<file path="config.mk">
export PLATFORM = sky130hd
export DESIGN_NAME = fetch_stage
export DESIGN_NICKNAME = d
export VERILOG_FILES = /design/src/rtl/fetch_stage_pkg.sv /design/src/rtl/fetch_holdbuf.sv /design/src/rtl/fetch_stage.sv
export SDC_FILE = /design/constraint.sdc
export NUM_CORES = 1
export LEC_CHECK = 0
export BUFFER_PORTS_ARGS = -buffer_cell sky130_fd_sc_hd__buf_2
export CAP_MARGIN = 25
export CORE_MARGIN = 5
export CORE_UTILIZATION = 59
export CTS_CLUSTER_SIZE = 8
export DETAILED_ROUTE_END_ITERATION = 10
export GPL_TIMING_DRIVEN = 1
export PLACE_DENSITY = 0.9
export SLEW_MARGIN = 10
export SYNTH_ARGS = -nofsm -noshare
export SYNTH_HDL_FRONTEND = slang
export SYNTH_SLANG_ARGS = --single-unit
</file>
<file path="constraint.sdc">
create_clock -name clk -period 4.4 [get_ports clk]
set_input_delay 0.22 -clock clk [delete_from_list [all_inputs] [get_ports clk]]
set_output_delay 0.22 -clock clk [all_outputs]
set_load 0.05 [all_outputs]
</file>
<file path="src/rtl/fetch_stage_pkg.sv">
// fetch_stage_pkg: shared scalar types, fetch slot record, fetch FSM states and constants
package common_pkg;
    typedef logic [31:0] u32;
    typedef logic [63:0] u64;
endpackage

package fetch_stage_pkg;
    import common_pkg::*;
    typedef struct packed {
        logic valid;
        u64   pc;
        u32   raw_instr;
        logic exc;
    } fetch_data_t;
    typedef enum logic [1:0] {S_REQ, S_WAIT, S_HOLD, S_KILL} fetch_state_t;
    localparam u64 PCINIT_DEF = 64'h8000_0000;
    localparam u32 INSTR_NOP  = 32'h0000_0013;
endpackage

</file>
<file path="src/rtl/fetch_holdbuf.sv">
// fetch_holdbuf: one-entry skid buffer for a fetched word that arrived while decode stalled
import fetch_stage_pkg::*;

module fetch_holdbuf (
    input  logic        clk,
    input  logic        reset,
    input  logic        load,
    input  logic        clear,
    input  fetch_data_t d,
    output fetch_data_t q,
    output logic        valid
);
    assign valid = q.valid;
    // clear wins over load so a redirect always empties the buffer
    always_ff @(posedge clk) begin
        if (reset || clear) q <= '0;
        else if (load) q <= d;
    end
endmodule

</file>
<file path="src/rtl/fetch_stage.sv">
// fetch_stage: IF stage owning the PC; optional misaligned-PC trap via FETCH_MISALIGN_TRAP_EN
import common_pkg::*;
import fetch_stage_pkg::*;

module fetch_stage #(
    parameter u64 PCINIT = PCINIT_DEF
) (
    input  logic        clk,
    input  logic        reset,
    output logic        ireq_valid,
    output logic [63:0] ireq_addr,
    input  logic        iresp_data_ok,
    input  logic [31:0] iresp_data,
    input  logic        stall,
    input  logic        redirect_valid,
    input  logic [63:0] redirect_pc,
    output logic        f_valid,
    output logic [63:0] f_pc,
    output logic [31:0] f_raw_instr,
    output logic        f_exc
);
`ifdef FETCH_MISALIGN_TRAP_EN
    localparam logic TRAP_EN = 1'b1;
`else
    localparam logic TRAP_EN = 1'b0;
`endif
    fetch_state_t state, state_n;
    u64 pc, pc_n, addr_q, tgt;
    fetch_data_t f, f_n, hb_d, hb_q, entry, trap;
    logic hb_load, hb_clr, hb_valid, busy, mis;

    fetch_holdbuf u_holdbuf (
        .clk(clk), .reset(reset), .load(hb_load), .clear(hb_clr),
        .d(hb_d), .q(hb_q), .valid(hb_valid)
    );

    assign mis         = TRAP_EN && state == S_REQ && pc[1:0] != 2'b00;
    assign tgt         = TRAP_EN ? redirect_pc : redirect_pc & ~64'd3;
    assign busy        = f.valid && stall;
    assign entry       = '{valid: 1'b1, pc: pc, raw_instr: iresp_data, exc: 1'b0};
    assign trap        = '{valid: 1'b1, pc: pc, raw_instr: INSTR_NOP, exc: 1'b1};
    assign ireq_valid  = !reset && state != S_HOLD && !mis;
    assign ireq_addr   = reset ? 64'd0 : (state == S_REQ ? pc : addr_q);
    assign f_valid     = f.valid;
    assign f_pc        = f.pc;
    assign f_raw_instr = f.raw_instr;
    assign f_exc       = f.exc & TRAP_EN;

    // next state, pc and fetch slot; redirect is applied last so it overrides everything
    always_comb begin
        state_n = state;
        pc_n    = pc;
        f_n     = f;
        hb_d    = entry;
        hb_load = 1'b0;
        hb_clr  = 1'b0;
        if (f.valid && !stall) f_n.valid = 1'b0;
        case (state)
            S_REQ, S_WAIT: begin
                if (mis) begin
                    hb_d    = trap;
                    hb_load = busy;
                    if (!busy) f_n = trap;
                    state_n = S_HOLD;
                end else if (iresp_data_ok) begin
                    pc_n    = pc + 64'd4;
                    hb_load = busy;
                    if (!busy) f_n = entry;
                    state_n = busy ? S_HOLD : S_REQ;
                end else begin
                    state_n = S_WAIT;
                end
            end
            S_HOLD: begin
                if (!stall && hb_valid) begin
                    f_n     = hb_q;
                    hb_clr  = 1'b1;
                    state_n = hb_q.exc ? S_HOLD : S_REQ;
                end
            end
            default: state_n = iresp_data_ok ? S_REQ : S_KILL;
        endcase
        if (redirect_valid) begin
            pc_n      = tgt;
            f_n.valid = 1'b0;
            hb_load   = 1'b0;
            hb_clr    = 1'b1;
            state_n   = ((state == S_WAIT && !iresp_data_ok) || state == S_KILL) ? S_KILL : S_REQ;
        end
    end

    // state registers; addr_q remembers the address of the outstanding request for WAIT/KILL
    always_ff @(posedge clk) begin
        if (reset) begin
            state  <= S_REQ;
            pc     <= PCINIT;
            addr_q <= '0;
            f      <= '0;
        end else begin
            state  <= state_n;
            pc     <= pc_n;
            f      <= f_n;
            if (state == S_REQ) addr_q <= pc;
        end
    end
endmodule

</file>
==> Yosys cells after proc, flatten, opt, wreduce, memory -nomap -nowiden <==
Index checks and enable logic that the tools add are counted.
W data, S select, Z words.
{ "totals": {"reg_bits": 324, "mem_bits_rw": 0, "latchBits": 0, "mem_bits_ro": 0, "memories": 0, "elab_cells": 61} }
{ "classes": {"addsub": 1, "div": 0, "n_reduce_logical": 19, "n_eq_ne": 8, "n_mux": 23, "shifts": 0, "n_mul": 0, "n_bitwise": 0, "magnitude_cmp": 0} }
{ "op_table": {"columns": ["cell", "count"], "rows": [
  ["$mux W64", 5],
  ["$mux W98", 3],
  ["$pmux W98 S2", 1],
  ["$add A64 B3 Y64 const B", 1],
  ["$mux W2", 6],
  ["$ne A2 B2 Y1 const B", 4],
  ["$mux W1", 7],
  ["$reduce_bool A2 Y1", 3],
  ["$logic_and A1 B1 Y1", 5],
  ["$eq A2 B2 Y1 const B", 2],
  ["$pmux W2 S2", 1],
  ["$reduce_and A2 Y1", 2],
  ["$reduce_and A4 Y1", 1],
  ["$reduce_or A2 Y1", 2],
  ["$logic_not A1 Y1", 3],
  ["$ne A3 B3 Y1 const B", 1],
  ["$eq A2 B1 Y1 const B", 1],
  ["$logic_not A2 Y1", 1],
  ["$logic_or A1 B1 Y1", 2]
]} }

==> Depth between registers and ports, before layout <==
{ "logic_depth": {"depth_word": 6, "depth_mapped": 9, "ltp_nobuf": 6} }

==> Modules after synthesis <==
From an unflattened synthesis, not the netlist that was laid out.
{ "hier_totals": {"hier_cells": 1531, "hier_area_um2": 13275.2} }
{ "by_module_without_submodules": {"columns": ["mod", "cells_each", "area_per_inst_um2", "instances"], "rows": [
  ["fetch_stage", 1213, 9803.2, 1],
  ["fetch_holdbuf", 318, 3472.1, 1]
]} }

==> Worst setup path before layout <==
Ideal clock, no wire load.
{ "synth_path": {"path_kind": "flip-flop to flip-flop", "start": "reg state[1]", "end": "reg addr_q[0]", "setup_ns": 0.249, "setup_slack_ns": 2.013, "path_stages_with_launch": 5, "arrival_time_ns": 2.138, "path_cell_list": "dfxtp_1 clkbuf_1 nor2_1 clkbuf_1 nor3b_1"} }
{ "synth_between": {"elab_chain_cells": 3} }
{ "synth_rtl": {"columns": ["element", "line", "source"], "rows": [
  ["from (decl)", "fetch_stage.sv:27", "fetch_state_t state, state_n;"],
  ["from (signal assigned)", "fetch_stage.sv:100", "state <= state_n;"],
  ["$logic_not A2 Y1", null, null],
  ["$mux W64 (2 in a row)", null, null],
  ["named net ireq_addr[0]", "fetch_stage.sv:11", "output logic [63:0] ireq_addr,"],
  ["to (signal assigned)", "fetch_stage.sv:103", "if (state == S_REQ) addr_q <= pc;"],
  ["to (decl)", "fetch_stage.sv:28", "u64 pc, pc_n, addr_q, tgt;"]
]} }
The timed path passes the listed nets, and every way through them passes these cells.
A chain may end at the register's enable or synchronous reset.

==> Worst setup path in the final report <==
{ "layout_path": {"start": "reg state[1]", "end": "out ireq_addr[23]"} }
{ "layout_between": {"elab_chain_cells": 3} }
{ "layout_rtl": {"columns": ["element", "line", "source"], "rows": [
  ["$logic_not A2 Y1", "fetch_stage.sv:43", "assign ireq_addr = reset ? 64'd0 : (state == S_REQ ? pc : addr_q);"],
  ["$mux W64 (2 in a row)", null, null],
  ["to (decl)", "fetch_stage.sv:11", null]
]} }
No other way between the ends.

==> impl_metrics.json <==
{
  "outcome": "completed",
  "grt_pass1_wl_mm": 68.3,
  "cts_tree": "built",
  "via_per_inst": 6.28,
  "p_leak_uw": 0.00619,
  "path_max_fanout": 40,
  "nNetsFinal": 1988,
  "crit_path_start_kind": "flip-flop",
  "setup_violations": 0,
  "rr_worst_depth": 5,
  "grt_start_max_net_pins": 95,
  "cts_made_buffers": 45,
  "fp.dieW_um": 159,
  "drc": 0,
  "slew_violations": 0,
  "setup_slack_ps": 1270,
  "cts_root_buf": "clkbuf_16",
  "path_class": "flip-flop to output pin",
  "numPortBuffers": 258,
  "report.final.hold_viol_count": 0,
  "fin_crit_sh_pct": 71.2,
  "min_path_cells": 3,
  "grt.overflow.total": 0,
  "grt_antenna_before_repair": 1,
  "ant_nets": 0,
  "worstSkewPairLatency_ps": 510,
  "ys_ff_latch": 318,
  "clock_sinks": 318,
  "hold_start": "redirect_pc[29]",
  "place_worst_setup_slack_ps": 1560,
  "ios": 264,
  "rr_endpoint": "pc[49]",
  "crit_path_end_kind": "output pin",
  "path_clk_slew_ps": 50,
  "ys_seq_area_share_pct": 48.7,
  "cp.arrival_ps": 2910,
  "cap_viol_max_count": 0,
  "p_per_area_nw_per_um2": 426,
  "max-vdd-ir-drop_uv": 317,
  "core_um2": 21800,
  "postCtsSetupRepairBufs": 0,
  "regArea_um2": 6370,
  "grt_pass1_vias": 13303,
  "synth_edf_count": 0,
  "drt-total-wl_mm": 42.7,
  "multi_input_area_um2": 6080,
  "skew_ps": 8.21,
  "synth_warnings": 0,
  "hp-class": "primary input to flip-flop",
  "htree_levels": 2,
  "start_util_pct": 59.9,
  "rrSetupSlack_ps": 1450,
  "tns_ps": 0,
  "required_ps": 4180,
  "dieArea_um2": 25200,
  "dr.pass1.iters": 7,
  "r2r_start": "state[1]",
  "synth_cells": 1645,
  "min_to": "pc[29]",
  "clockBufferDepth": 3,
  "timing.fmax_mhz": 319,
  "cts_resized": 0,
  "ys_types": 50,
  "synth_top_flop_cell": "dfxtp_1",
  "dpl.hpwl_mm": 24.8,
  "relSlewSlack_pct": 32.3,
  "vias": 13622,
  "synth_area_um2": 13100,
  "async_flop_share_pct": 0,
  "syn_area_per_cell_um2": 7.94,
  "grt_usage_pct": 31.6,
  "wl_per_cell_um": 19.7,
  "rows": 54,
  "power.total_uw": 6920,
  "gp_congestion": 0.858,
  "die_h_um": 159,
  "drt_iter0_drc": 1605,
  "fillCellCount": 1448,
  "rsz0062_at_grt": "false",
  "drive_gt1_share_pct": 17.9,
  "synthToLayoutAreaGrowth_pct": 24.3,
  "fin_crit_ps": 3130,
  "worst_pin_slew_ps": 1020
}
==> cells in the mapped netlist (5+ instances only) <==
cell type	count	area share [%]
nand4_1	28	1.3
xor2_1	18	1.2
a311oi_1	24	1.6
nand3_1	21	0.80
o31ai_1	14	0.80
and2_1	6	0.29
clkbuf_1	127	3.6
or3_1	11	0.53
nor2b_1	6	0.29
and3_1	12	0.57
a2111oi_0	9	0.60
buf_2	9	0.34
nand2_1	444	13
a21oi_1	263	10
a211oi_1	22	1.3
a22oi_1	94	5.4
xnor2_1	10	0.67
nor2_1	69	2.0
or4_1	16	0.92
buf_1	17	0.49
dfxtp_1	318	49
and4_1	11	0.74
nor3_1	19	0.73
o21ai_0	9	0.34
nor4_1	10	0.48
buf_4	5	0.29
inv_1	14	0.40
==> routing by layer <==
layer	part of all wire (%)	GRT usage [%]	vias up
met1	38	39.6	6377
met4	4.1	13.6	0
met5	0	0	-
met3	10	6.32	161
li1	-	-	6167
met2	48	53.2	917
==> sequential cells by signal, indices dropped and copies added (netlist names) <==
name and flops:
f_raw_instr 32, f_valid 1, u_holdbuf.q 94, u_holdbuf.valid 1
state 2, addr_q 64, f_pc 62, pc 62
==> worst max-delay path by stage <==
stage	startpoint	to	slack [ps]
6_report	state[1]	ireq_addr[23]	1270
5_1_grt	state[1]	ireq_addr[23]	1080
4_1_cts	state[1]	ireq_addr[20]	1260
3_5_place_dp	state[1]	pc[49]	1560
3_3_place_gp	pc[5]	pc[47]	1590
2_1_floorplan	state[1]	addr_q[0]	2010
==> per-stage QoR <==
stage	instances	utilization (%)	instance area [um2]	hold WS, ps
finish	2168	74.4	16200	8.41
global route	2166	74.4	16200	6.03
CTS	2163	74.2	16200	1.95
detailed placement	2041	65.5	14300	445
global placement	2039	65.3	14200	438
floorplan	1647	-	13100	356
==> kinds of logic (layout without fill, tap and decap cells) <==
kind of cell	Yosys count	in the layout	share of synthesized area, %
simple gates	675	675	23.0
compound gates	444	444	20.7
flops	318	318	48.7
buf+inv	174	412	5.25
xor+xnor	28	28	1.88
mux	4	4	0.306
fa+ha+maj	1	1	0.0957
other cells	1	6	0.0287
==> area by class of cell <==
cell class	instances	area share, %
Antenna cell	3	0.0462
Clock buffer	46	7.02
Inverter	14	0.324
Multi-Input combinational cell	1155	37.4
Sequential cell	318	39.2
Tap cell	280	2.16
Timing Repair Buffer	352	13.8
==> placed cells by master, fill, tap and decap left out, types with 3 or more instances in the layout <==
cell	synthesis	routed
nand3_1	21	21
and2_1	6	6
or2_2	3	3
or4_1	16	16
and3_1	12	12
inv_1	14	13
o31ai_1	14	14
or3_1	11	10
diode_2	0	3
o21ai_0	9	9
xnor2_1	10	10
nor3_1	19	18
buf_4	5	14
a211oi_1	22	22
a21oi_1	263	262
dlygate4sd3_1	0	77
a2111oi_0	9	9
a311oi_1	24	24
nand2_1	444	444
nor3b_1	4	3
mux2i_1	4	4
nand2b_1	4	3
clkbuf_16	0	45
dfxtp_1	318	318
and4_1	11	11
nor2_1	69	67
conb_1	1	3
xor2_1	18	18
nand4_1	28	28
nor2b_1	6	6
a22oi_1	94	94
nor4_1	10	9
buf_2	9	257
==> worst max-delay path, stage by stage, from the launching register on <==
cell and delay, ps:
dfxtp_1 550, or2_2 800, buf_4 400, nand2_1 110, a21oi_1 220, buf_2 300
==> where the power goes <==
part | switching (uW) | internal (uW) | total [uW]
combinational | 601 | 243 | 844
sequential | 127 | 3000 | 3130
clock | 1150 | 1800 | 2940
total | 1870 | 5040 | 6920
==> what timing repair did <==
action,4_1_cts,5_1_grt
setup endpoints to repair,0,0
hold buffers,76,1
endpoints found under the hold margin,78,1
Note: power is estimated with default switching activity, not from simulation.
